==> src/rtl/waveform_capture.sv <==
// waveform_capture: arms a level-crossing trigger on the free-running ADC
// sample stream, captures an N_SAMPLES waveform with PRETRIG samples of
// history ahead of the trigger, and freezes it for the UART serializer while
// `acquire` is low for HOLDOFF cycles.
//
// Stream semantics: adc_valid qualifies adc_data in the same cycle; there is
// no backpressure, so a sample offered while the block is not storing (HOLD,
// or FILL/ARMED with enable low) is dropped. The hand-off to the serializer
// is `acquire`: while it is low, `waveform` is stable and may be read.
module waveform_capture #(
    parameter int N_SAMPLES = 64,
    parameter int PRETRIG   = 16,
    parameter int HOLDOFF   = 200000
) (
    input  logic        clk,
    input  logic        reset,
    input  logic [13:0] adc_data,
    input  logic        adc_valid,
    input  logic        enable,
    input  logic [13:0] trig_level,
    input  logic        trig_rising,
    input  logic        force_trig,
    output logic        acquire,
    output logic [13:0] waveform [N_SAMPLES],
    output logic [15:0] trig_count,
    output logic [1:0]  state
);

    // Address, sample-counter and holdoff-counter widths.
    localparam int AW = $clog2(N_SAMPLES);
    localparam int CW = $clog2(N_SAMPLES + 1);
    localparam int HW = (HOLDOFF > 1) ? $clog2(HOLDOFF) : 1;

    // With PRETRIG == N_SAMPLES-1 the trigger sample is the last one stored.
    localparam bit NO_POST  = (N_SAMPLES - PRETRIG - 1) == 0;
    localparam int POST_END = NO_POST ? 0 : (N_SAMPLES - PRETRIG - 2);

    localparam logic [CW-1:0] FILL_LAST = CW'(PRETRIG - 1);
    localparam logic [CW-1:0] POST_LAST = CW'(POST_END);
    localparam logic [AW-1:0] PRE_OFS   = AW'(PRETRIG);
    localparam logic [HW-1:0] HOLD_LAST = HW'(HOLDOFF - 1);

    typedef enum logic [1:0] {
        S_FILL  = 2'd0,
        S_ARMED = 2'd1,
        S_POST  = 2'd2,
        S_HOLD  = 2'd3
    } state_t;

    state_t state_q;
    state_t state_d;

    logic [13:0]   mem [N_SAMPLES];
    logic [AW-1:0] wr_ptr;
    logic [AW-1:0] start_ptr;
    logic [13:0]   prev_sample;
    logic [CW-1:0] fill_cnt;
    logic [CW-1:0] post_cnt;
    logic [HW-1:0] hold_cnt;

    // Per-cycle control decoded from the current state.
    logic crossing;
    logic trig_hit;
    logic wr_en;
    logic prev_en;
    logic fill_inc;
    logic fill_clr;
    logic fill_done;
    logic trig_fire;
    logic post_inc;
    logic capture_done;
    logic hold_inc;
    logic hold_done;

    assign state = state_q;

    // A crossing compares the previous stored sample against the new one.
    assign crossing = trig_rising
                    ? ((prev_sample <  trig_level) && (adc_data >= trig_level))
                    : ((prev_sample >= trig_level) && (adc_data <  trig_level));

    // A level crossing and force_trig together still yield a single trigger.
    assign trig_hit = adc_valid && (force_trig || crossing);

    // State register.
    always_ff @(posedge clk) begin
        if (reset) begin
            state_q <= S_FILL;
        end else begin
            state_q <= state_d;
        end
    end

    // Next-state logic.
    always_comb begin
        state_d = state_q;
        case (state_q)
            S_FILL: begin
                if (fill_done) begin
                    state_d = S_ARMED;
                end
            end
            S_ARMED: begin
                if (!enable) begin
                    state_d = S_FILL;
                end else if (trig_fire) begin
                    state_d = capture_done ? S_HOLD : S_POST;
                end
            end
            S_POST: begin
                if (capture_done) begin
                    state_d = S_HOLD;
                end
            end
            S_HOLD: begin
                if (hold_done) begin
                    state_d = S_FILL;
                end
            end
            default: state_d = S_FILL;
        endcase
    end

    // Output/control decode: which registers move this cycle.
    always_comb begin
        wr_en        = 1'b0;
        prev_en      = 1'b0;
        fill_inc     = 1'b0;
        fill_clr     = 1'b0;
        fill_done    = 1'b0;
        trig_fire    = 1'b0;
        post_inc     = 1'b0;
        capture_done = 1'b0;
        hold_inc     = 1'b0;
        hold_done    = 1'b0;
        case (state_q)
            S_FILL: begin
                prev_en = adc_valid;
                if (!enable) begin
                    fill_clr = 1'b1;
                end else if (adc_valid) begin
                    wr_en     = 1'b1;
                    fill_inc  = 1'b1;
                    fill_done = (fill_cnt == FILL_LAST);
                end
            end
            S_ARMED: begin
                prev_en = adc_valid;
                if (!enable) begin
                    fill_clr = 1'b1;
                end else if (adc_valid) begin
                    wr_en = 1'b1;
                    if (trig_hit) begin
                        trig_fire    = 1'b1;
                        capture_done = NO_POST;
                    end
                end
            end
            S_POST: begin
                prev_en = adc_valid;
                if (adc_valid) begin
                    wr_en        = 1'b1;
                    post_inc     = 1'b1;
                    capture_done = (post_cnt == POST_LAST);
                end
            end
            S_HOLD: begin
                hold_inc  = 1'b1;
                hold_done = (hold_cnt == HOLD_LAST);
            end
            default: begin
                fill_clr = 1'b1;
            end
        endcase
    end

    // Sample memory, pointers, counters and the registered acquire line.
    always_ff @(posedge clk) begin
        if (reset) begin
            for (int i = 0; i < N_SAMPLES; i++) begin
                mem[i] <= '0;
            end
            wr_ptr      <= '0;
            start_ptr   <= '0;
            prev_sample <= '0;
            fill_cnt    <= '0;
            post_cnt    <= '0;
            hold_cnt    <= '0;
            trig_count  <= '0;
            acquire     <= 1'b1;
        end else begin
            if (wr_en) begin
                mem[wr_ptr] <= adc_data;
                wr_ptr      <= wr_ptr + AW'(1);
            end

            if (prev_en) begin
                prev_sample <= adc_data;
            end

            if (fill_clr || hold_done) begin
                fill_cnt <= '0;
            end else if (fill_inc) begin
                fill_cnt <= fill_cnt + CW'(1);
            end

            // The trigger sample lands at wr_ptr, so the window opens
            // PRETRIG entries behind it.
            if (trig_fire) begin
                start_ptr <= wr_ptr - PRE_OFS;
                post_cnt  <= '0;
            end else if (post_inc) begin
                post_cnt <= post_cnt + CW'(1);
            end

            if (hold_done) begin
                hold_cnt <= '0;
            end else if (hold_inc) begin
                hold_cnt <= hold_cnt + HW'(1);
            end

            if (capture_done) begin
                trig_count <= trig_count + 16'd1;
            end

            // Low exactly for the cycles spent in HOLD.
            acquire <= (state_d != S_HOLD);
        end
    end

    // Unroll the circular memory so index 0 is the oldest captured sample.
    always_comb begin
        for (int i = 0; i < N_SAMPLES; i++) begin
            waveform[i] = mem[start_ptr + AW'(i)];
        end
    end

endmodule

==> config.mk <==
export PLATFORM = sky130hd
export DESIGN_NAME = waveform_capture
export DESIGN_NICKNAME = d
export VERILOG_FILES = /design/src/rtl/waveform_capture.sv
export SDC_FILE = /design/constraint.sdc
export NUM_CORES = 2
export LEC_CHECK = 0
export ABC_CLOCK_PERIOD_IN_PS = 3600
export BUFFER_PORTS_ARGS = -buffer_cell sky130_fd_sc_hd__buf_2
export CAP_MARGIN = 10
export CORE_UTILIZATION = 35
export CTS_CLUSTER_DIAMETER = 150
export DETAILED_ROUTE_END_ITERATION = 10
export PLACE_DENSITY = 0.57
export SYNTH_ARGS = -nofsm -noshare
export SYNTH_HDL_FRONTEND = slang
export SYNTH_SLANG_ARGS = --single-unit
==> constraint.sdc <==
create_clock -name clk -period 3.6 [get_ports clk]
set_input_delay 0.18 -clock clk [delete_from_list [all_inputs] [get_ports clk]]
set_output_delay 0.18 -clock clk [all_outputs]
set_load 0.01 [all_outputs]
* Word-level counts from Yosys, hierarchy flattened *
Memories as Yosys holds them, arrays and structs flattened. A register that Yosys moved wholly into a read port is not among the register bits.
Index checks and enable logic that the tools add are counted.

storage, ports and cells
  register bits = 77
  latch bits = 0
  bits in writable memories = 896
  memory bits (read-only) = 0
  output and inout port bits = 915
  word-level logic and storage cells = 139
  memories kept = 1

operators by class
  $add $sub $neg = 69
  multiply operators = 0
  divide/modulo/power cells = 0
  magnitude comparators = 4
  equal/unequal tests = 7
  shift-type cells = 0
  muxes and demuxes = 37
  bitwise operators = 0
  reduce and logical (&&, ||, !) cells = 12

memory list
  name  words  bits a word  read ports  clocked after Yosys merged registers in  write ports  RTL line  RTL
  mem   64     14           64          1                                        64           53        logic [13:0] mem [N_SAMPLES];

operator list
  operator                                              count
  adder 6 bit (second input constant)                   32
  adder 6 x 5 -> 6 bit (second input constant)          16
  adder 6 x 4 -> 6 bit (second input constant)          8
  greater-or-equal comparator 14 bit                    2
  < comparator 14 bit                                   2
  two-way mux 1 bit                                     26
  adder 6 x 3 -> 6 bit (second input constant)          4
  adder 18 x 1 -> 18 bit (second input constant)        1
  equality test 18 bit (second input constant)          1
  two-way mux 6 bit                                     3
  adder 16 x 1 -> 16 bit (second input constant)        1
  adder 7 x 1 -> 7 bit (second input constant)          2
  two-way mux 14 bit                                    1
  OR reduction 14 bit                                   1
  adder 6 x 1 -> 6 bit (second input constant)          2
  adder 6 x 2 -> 6 bit (second input constant)          2
  two-way mux 2 bit                                     5
  one-hot mux 2 bit (4 select lines)                    1
  OR reduction 2 bit                                    4
  equality test 7 x 4 -> 1 bit (second input constant)  1
  equality test 7 x 6 -> 1 bit (second input constant)  1
  subtractor 6 x 5 -> 6 bit (second input constant)     1
  equality test 2 bit (second input constant)           2
  logical AND 1 bit                                     3
  other kinds (6)                                       7

* Logic depth before layout (Yosys ltp) *
  depth after elaboration = 13
  depth in mapped cells = 19

* Worst setup path after synthesis *
Ideal clock, no wire load.

  kind = register to output
  start point = register start_ptr[4]
  end point = output port waveform[583] in the netlist's numbering
  arrival time = 3.709 ns
  required time = 3.420 ns
  path slack = -0.289 ns
  cell stages (with the launch flop) = 11
  path buffers = 4
  cells stage by stage = dfxtp_1 -> buf_4 -> inv_2 -> buf_1 -> clkbuf_1 -> ha_1 -> a21oi_1 -> xnor2_1 -> buf_6 -> mux4_2 -> inv_1

RTL lines
  what                    RTL line  RTL
  from (decl)             55        logic [AW-1:0] start_ptr;
  from (signal assigned)  210       start_ptr <= wr_ptr - PRE_OFS;
  to (decl)               24        output logic [13:0] waveform [N_SAMPLES],

==> metrics.yaml <==
run_status:
  violations: "negative setup slack"
  outcome: "complete, but fails checks"
timing:
  period_share: 1.175
  setup_viol: 896
  finalCriticalPeriod_ns: 4.230
  timing.fmax_mhz: 236.4
  setup_ws_ns: -0.6299
  maxSlewViolCount: 0
  max_slew_margin: 0.1283
  skew_ns: 0.06540
  hold_violations: 0
  tightest_slew_ns: 1.308
  rsz0062_at_grt: "true"
clocking:
  tritoncts: "done"
  cts-root-buf: "clkbuf_16"
  clkTransAtPathRegs_ns: 0.07
  clk_latency_ns: 0.83
  clock_path_buffers: 3
  htreeDepth: 3
  clock-sinks: 979
  numCtsBuffers: 118
global_route:
  grt_pass1_wl_mm: 950.2
  grt-ovfl-total: 0
  grt_antenna_before_repair: 82
  grt_usage: 0.4721
  grt_pass1_vias: 93600
  grt_max_degree: 113
floorplanning:
  die_h_um: 556.1
  coreArea_um2: 305600
  design.die.area_um2: 309200
  die_w_um: 556.1
  row_count: 203
  initial_core_util: 0.3517
  ioPinCount: 949
power:
  p_leak_uw: 0.05576
  power_density_nw_per_um2: 233.8
  finalPower_uw: 33730
  ir_drop_uv: 486.8
critical_path:
  cp_data_required_time_ns: 3.42
  r2r-start: "prev_sample[9]$_SDFFE_PP0P_"
  critPathBufInv: 7
  cpPeakStageDelay_ns: 0.41
  path_class: "flip-flop to output port"
  cp_max_fo: 6
  critical-path-top-delay-family: "buffers and inverters"
  crit_arrival_ns: 4.05
  start_kind: "flip-flop"
  endpoint_kind: "output port"
  crit_path_top_delay_cell: "a21oi_1"
  cp_cell_sequence: "inv_2 > ha_4 > buf_12 > buf_16 > buf_12 > clkbuf_16 > mux4_2 > mux2i_2 > buf_4 > mux2i_1 > a21oi_1 > mux2i_1 > buf_2"
  cp-startpoint: "start_ptr[0]$_SDFFE_PP0N_"
place:
  place_area_um2: 130100
  gp_congestion: 1.147
  io_buffer_count: 948
  hpwlAfterDp_mm: 597.9
flow_run:
  max-cap-violations: 0
finish:
  area_growth_pct: 34.25
  mostFrequentLayoutCells: "mux4_2, buf_4, nand2_1, mux2i_1, buf_2"
  final_common_cell: "mux4_2"
  layout-drive-gt1-share: 0.5066
  nets: 11250
  stdcell_area_um2: 144300
min_path:
  min_path_type: "input pin to flip-flop"
  min_from: "adc_data[10]"
route:
  routed_via_density: 6.774
  routedWlPerCell_um: 48.58
  drt-initial-drc-count: 17370
  drc: 0
  first_pass_iters: 8
  wl_mm: 750.5
  num_vias: 104600
  drtAntennaViolNets: 0
yosys:
  synth_nets: 9230
  avgSynthCellArea_um2: 11.75
  syn_inst: 9142
  synth.distinct_cells: 61
  async_flop_share: 0
  ys_ff_latch: 979
  yosysWarnings: 0
  synth_edf_count: 896
  synthFlopType: "edfxtp_1"
  yosysSeqAreaShare: 0.2659
  synth_area_um2: 107500
-- per-stage QoR --
step                      worst slack, ns  setup TNS (ns)  cells  hold slack, ns    util
final                             -0.6299         -423.76  15450         0.07298  0.4721
after global routing              -0.5898         -421.32  15370         0.06103  0.4715
after CTS                         -0.5458         -399.71  15270        0.008495  0.4627
after detailed placement          -0.4805          -10.12  14830          0.4611  0.4257
after global placement            -0.8276          -15.94  14820          0.4472  0.4256
after floorplan                 -0.007506         -0.2967   9142          0.3160       -
-- logic make-up after synthesis --
family | after synthesis | share of synthesized area
mux | 3245 | 0.5100
simple gates | 2486 | 0.1092
buf+inv | 1333 | 0.05413
flops | 979 | 0.2659
compound gates | 937 | 0.04452
xor+xnor | 108 | 0.009990
fa+ha+maj | 54 | 0.006288
-- worst register-to-register path: cells and delay by family (launching register included) --
kind	cells	cell delay, ns
AND/OR/NAND/NOR	2	0.25
buffers and inverters	2	1.15
flip-flops	1	0.32
adder cells (fa/ha/maj)	1	0.30
AO/OA/AOI/OAI	5	1.25
-- cell usage after synthesis, drive strengths merged, types with 2 or more instances --
| library cell | count | share of area |
|---|---|---|
| and3 | 7 | 0.00041 |
| mux2i | 1285 | 0.12 |
| o21ai | 527 | 0.025 |
| dfxtp | 83 | 0.015 |
| nand3 | 16 | 0.00075 |
| nor2b | 6 | 0.00035 |
| nor2 | 443 | 0.015 |
| nor3 | 77 | 0.0036 |
| a211oi | 3 | 0.00021 |
| a21boi | 3 | 0.00021 |
| xor2 | 47 | 0.0042 |
| xnor2 | 61 | 0.0057 |
| o2111ai | 3 | 0.00024 |
| mux2 | 196 | 0.021 |
| buf | 456 | 0.023 |
| or3 | 6 | 0.00035 |
| o31ai | 3 | 0.00021 |
| inv | 381 | 0.013 |
| a21oi | 382 | 0.018 |
| a221oi | 2 | 0.00016 |
| ha | 54 | 0.0063 |
| nand3b | 3 | 0.00021 |
| o21bai | 4 | 0.00028 |
| and2 | 837 | 0.049 |
| mux4 | 1764 | 0.37 |
| clkbuf | 495 | 0.017 |
| a31oi | 2 | 0.00012 |
| nor4b | 2 | 0.00016 |
| nand2 | 1055 | 0.037 |
| nand4 | 15 | 0.00087 |
| edfxtp | 896 | 0.25 |
| and4 | 8 | 0.00065 |
| nand2b | 4 | 0.00023 |
-- where the power goes --
part	switching, uW	internal [uW]
clock network	5760	7480
registers	536	12700
logic	4660	2550
-- registers in the layout (all words and copies together), names as in the netlist, named ones only --
signal       cells
start_ptr        6
state            2
mem            896
fill_cnt         7
acquire          1
prev_sample     14
trig_count      16
hold_cnt        18
wr_ptr           6
post_cnt         7
-- layer usage --
layer	vias up	routed length, um	global-route usage
met5	-	941	0.004845
met3	1888	118200	0.2429
met4	34	84310	0.4230
met1	53900	250600	0.5382
met2	9248	296300	0.6393
li1	39570	-	-
-- path summary, 6_finish.rpt --
path | to | slack (ns) | depth (start not counted)
setup reg to reg | state[0]$_SDFF_PP0_ | 0.18 | 10
setup / recovery | waveform[116] | -0.63 | 13
hold / removal | mem[19][10]$_SDFFCE_PN0P_ | 0.07 | 3
hold reg to reg | prev_sample[2]$_SDFFE_PP0P_ | 0.47 | 2
-- cell type report --
type / count / area [um^2]
Inverter: 382 / 1454
Fill cell: 27490 / 161300
Antenna cell: 82 / 205.2
Multi-Input combinational cell: 6830 / 77550
Clock inverter: 80 / 964.7
Timing Repair Buffer: 2851 / 27150
Clock buffer: 143 / 3208
Sequential cell: 979 / 28600
Tap cell: 4100 / 5130
-- timing repair --
| action | 4_1_cts | 5_1_grt |
|---|---|---|
| hold buffers | 10 | 0 |
| setup endpoints to repair | 896 | 896 |
| endpoints found under the hold margin | 58 | 0 |
| pin swaps | 26 | 14 |
| setup buffers | 153 | 84 |
| resized for setup | 858 | 354 |
| cloned | 60 | 20 |
(Power assumes the default switching activity.)
